**src/rtl/cache_fill_ctrl.sv**
```systemverilog
// Line-fill engine: on a miss it pulls one full cache line from memory over valid/ready
// and writes it word by word into cache_block through its index/we/din write port.
module cache_fill_ctrl #(
    parameter int unsigned NUM_OF_ENTRY = 1024,
    parameter int unsigned ENTRY_WIDTH  = 10,
    parameter int unsigned DATA_WIDTH   = 32,
    parameter int unsigned OFFSET_WIDTH = 2
) (
    input  logic                    clk,
    input  logic                    rst_n,
    input  logic                    fill_req,
    input  logic [ENTRY_WIDTH-1:0]  fill_index,
    output logic                    fill_busy,
    output logic                    fill_done,
    input  logic                    mem_valid,
    input  logic [DATA_WIDTH-1:0]   mem_data,
    output logic                    mem_ready,
    output logic [ENTRY_WIDTH-1:0]  index,
    output logic                    we,
    output logic [DATA_WIDTH-1:0]   din
);

    typedef enum logic [1:0] {
        StIdle,
        StFill,
        StDone
    } state_e;

    localparam logic [ENTRY_WIDTH-1:0]  OFFSET_MASK = ENTRY_WIDTH'((1 << OFFSET_WIDTH) - 1);
    localparam logic [ENTRY_WIDTH-1:0]  ENTRY_MASK  = ENTRY_WIDTH'(NUM_OF_ENTRY - 1);
    localparam logic [OFFSET_WIDTH-1:0] LAST_WORD   = '1;

    state_e                  state;
    logic [ENTRY_WIDTH-1:0]  base;
    logic [OFFSET_WIDTH-1:0] cnt;

    always_ff @(posedge clk) begin
        if (!rst_n) begin
            state <= StIdle;
            base  <= '0;
            cnt   <= '0;
            index <= '0;
            we    <= 1'b0;
            din   <= '0;
        end else begin
            we <= 1'b0;
            case (state)
                StIdle: begin
                    if (fill_req) begin
                        base  <= fill_index & ~OFFSET_MASK;
                        cnt   <= '0;
                        state <= StFill;
                    end
                end
                StFill: begin
                    if (mem_valid) begin
                        we    <= 1'b1;
                        // OR, not add: the word offset only fills the cleared low bits
                        index <= (base | ENTRY_WIDTH'(cnt)) & ENTRY_MASK;
                        din   <= mem_data;
                        cnt   <= cnt + 1'b1;
                        if (cnt == LAST_WORD) begin
                            state <= StDone;
                        end
                    end
                end
                StDone: begin
                    state <= StIdle;
                end
                default: begin
                    state <= StIdle;
                end
            endcase
        end
    end

    assign mem_ready = (state == StFill);
    assign fill_busy = (state != StIdle);
    assign fill_done = (state == StDone);

endmodule

```
**config.mk**
```make
export PLATFORM = sky130hd
export DESIGN_NAME = cache_fill_ctrl
export DESIGN_NICKNAME = d
export VERILOG_FILES = /design/src/rtl/cache_fill_ctrl.sv
export SDC_FILE = /design/constraint.sdc
export NUM_CORES = 1
export LEC_CHECK = 0
export ABC_AREA = 1
export BUFFER_PORTS_ARGS = -buffer_cell sky130_fd_sc_hd__buf_4
export CAP_MARGIN = 15
export CORE_MARGIN = 3
export CORE_UTILIZATION = 49
export DETAILED_ROUTE_END_ITERATION = 10
export PLACE_DENSITY = 0.83
export REMOVE_ABC_BUFFERS = 1
export SLEW_MARGIN = 15
export SYNTH_ARGS = -nofsm -noshare
export SYNTH_HDL_FRONTEND = slang
export SYNTH_SLANG_ARGS = --single-unit
```
**constraint.sdc**
```tcl
create_clock -name clk -period 1.81 [get_ports clk]
set_input_delay 0.362 -clock clk [delete_from_list [all_inputs] [get_ports clk]]
set_output_delay 0.362 -clock clk [all_outputs]
set_load 0.03 [all_outputs]
```
==> reports/qor.txt <==
Outcome - completed
Final Util - 73.3%
Power share of the clock group - 29.7%
Maximum VDD drop - 0.535 mV
RR Startpoint - state[0]$_SDFFE_PN0P_
Number of buffers created by CTS - 5
Hold path depth - 3
Met2 GRT Util - 33.2%
Antenna diode count - 0
Max Cap Viol - 0
Clk_skew - 0.00503 ns
Slew headroom - 78.2%
Chip Height - 69.5 um
CTS Hold Bufs - 0
WL per Instance - 12.3 um
Die ar. - 4830 sq um
Flop-to-flop setup slack - 0.50 ns
Largest net degree at the start of global routing - 34
Worst Max-Slew Pin Slew - 0.327 ns
Netlist cell types - 14
Ports - 92
Mapped Cells - 250
Commonest non-fill, non-tap cell in the layout - buf_4
Setup TNS - 0 ns
Most frequent cells in the layout - buf_4, nand2_1, dfxtp_1, a21oi_1, nor2_1
Total clock sinks - 55
Final min period - 1.43 ns
HP Start - mem_data[2]
Avg Cell Area, Syn - 7.91 sq um
Synth Register Bits - 55
Max Slew Vio Count - 0
Vias/cell - 4.77
Initial DRC Count - 79
Sw power - 0.612 mW
Die width - 69.5 um
Site row count - 22
PortBufs - 89
Yosys warnings - 0
HP Class - in -> reg
Logic gate share of total power - 16.1%
M3 GR Usage - 4.93%
GR peak layer - met2
Worst EP arrival - 1.07 ns
Gpl congestion - 0.764
GRT Overall Usage - 19.2%
Clk_lat worst skew - 0.29 ns
CTS Buffer Depth - 2
PwrDens - 867 nW/um^2
Initial Utilization - 52.4%
Mapped cell area - 1980 sq um
Multi-input logic area - 729 sq um
Post-synthesis sequential area ratio - 55.7%
Post-CTS setup buffer count - 0
Ratio of cells with drive above 1 in the final layout - 31.4%
Vias after detailed routing - 1,841
Switching portion of total power - 25.6%
Crit path max fanout - 4
DRC - 0
Pre-antenna DRT Iters - 4
Synth-to-Final Area Change - 39.7%
# H-tree levels - 2
Vias in the first global route - 1,648
RSZ-0062 raised after global routing - no
GR Util met1 - 24.1%
Setup violators final - 0
Nets - 384
Global route overflow - 0
CP Class - reg -> out
Post-Route WL - 4.75 mm
P_leak - 1.23 nW
Filler cell count in the final layout - 323
Highest clock rate - 0.698 GHz
Sequential Power Share - 54.2%
WHS Endpoint - din[2]$_SDFFE_PN0P_
FF-to-FF path depth - 5
Startpoint Class - flip-flop
Register Area - 1100 sq um
Hpwl dp - 3.45 mm
Period utilisation layout - 79.1%
Initial antenna violation count - 0
Global-route wire length before repair - 7.66 mm
Critical Path RT - 1.45 ns
Internal power - 1.78 mW
Core Region - 3770 sq um
Clock Root Buffer - clkbuf_8
Crit. End Element - primary output
Resize count post-CTS - 0
Clk slew on worst S/H paths - 0.09 ns
CTS tree - built
Post-route ant nets - 0
Final hold vios - 0
Capturing point of the worst reg2reg path - din[14]$_SDFFE_PN0P_
-- stage by stage --
| stage | setup WS [ns] | cell area (sq um) | power, mW | std cells | hold WS, ns |
|---|---|---|---|---|---|
| 3_3_place_gp | 0.518 | 2660 | 1.70 | 378 | 0.448 |
| 6_report | 0.378 | 2760 | 2.40 | 386 | 0.312 |
| 2_1_floorplan | 0.0495 | 1860 | 1.52 | 235 | 0.441 |
| 3_5_place_dp | 0.460 | 2660 | 1.71 | 378 | 0.456 |
| 4_1_cts | 0.377 | 2760 | 2.42 | 386 | 0.303 |
| 5_1_grt | 0.277 | 2760 | 2.50 | 386 | 0.310 |
-- logic make-up after synthesis --
family,count (synthesis),synth area share [%]
simple gates,117,22.8
flops,55,55.7
compound gates,53,13.4
buf+inv,24,7.41
fa+ha+maj,1,0.633
-- critical path, cell delays in order, from the launching register on --
cell,delay [ns]
dfxtp_1,0.41
nand2_1,0.12
inv_1,0.09
buf_4,0.16
-- sequential cells by signal, indices dropped and copies added, names as in the netlist --
signal and count:
base 8, cnt 2, din 32, index 10, state 2, we 1
-- cell usage after synthesis --
| cell | number | area, sq um |
|---|---|---|
| a21oi_1 | 45 | 225 |
| buf_2 | 3 | 15.0 |
| buf_6 | 7 | 78.8 |
| clkbuf_1 | 5 | 18.8 |
| dfxtp_1 | 55 | 1100 |
| ha_1 | 1 | 12.5 |
| inv_1 | 6 | 22.5 |
| inv_2 | 3 | 11.3 |
| nand2_1 | 90 | 338 |
| nand3_1 | 2 | 10.0 |
| nand3_2 | 1 | 10.0 |
| nor2_1 | 23 | 86.3 |
| nor3b_1 | 1 | 7.51 |
| o21ai_0 | 8 | 40.0 |
-- power groups by stage --
stage / combinational [mW] / sequential (mW) / clock (mW)
floorplan: 0.129 / 1.39 / 0
global placement: 0.380 / 1.32 / 0
detailed placement: 0.387 / 1.33 / 0
CTS: 0.389 / 1.30 / 0.727
global route: 0.421 / 1.31 / 0.777
finish: 0.386 / 1.30 / 0.711
-- worst max path at each step --
| stage | endpoint | slack, ns | start |
|---|---|---|---|
| 6_report | mem_ready | 0.38 | state[0]$_SDFFE_PN0P_ |
| 5_1_grt | mem_ready | 0.28 | state[0]$_SDFFE_PN0P_ |
| 4_1_cts | mem_ready | 0.38 | state[0]$_SDFFE_PN0P_ |
| 3_5_place_dp | din[14]$_SDFFE_PN0P_ | 0.46 | mem_valid |
| 3_3_place_gp | din[11]$_SDFFE_PN0P_ | 0.52 | mem_valid |
| 2_1_floorplan | din[0]$_SDFFE_PN0P_ | 0.05 | state[0]$_SDFFE_PN0P_ |
-- metal layers --
layer | share of wire [%] | vias up
li1 | - | 960
met1 | 43 | 811
met2 | 50 | 68
met3 | 6.6 | 2
met4 | 0.25 | 0
met5 | 0 | -
-- cell type report --
cell class	count	share of cell area, %
Clock buffer	8	3.62
Sequential cell	55	39.9
Timing Repair Buffer	95	26.7
Multi-Input combinational cell	171	26.4
Inverter	9	1.22
Tap cell	48	2.17
(Power assumes the default switching activity.)
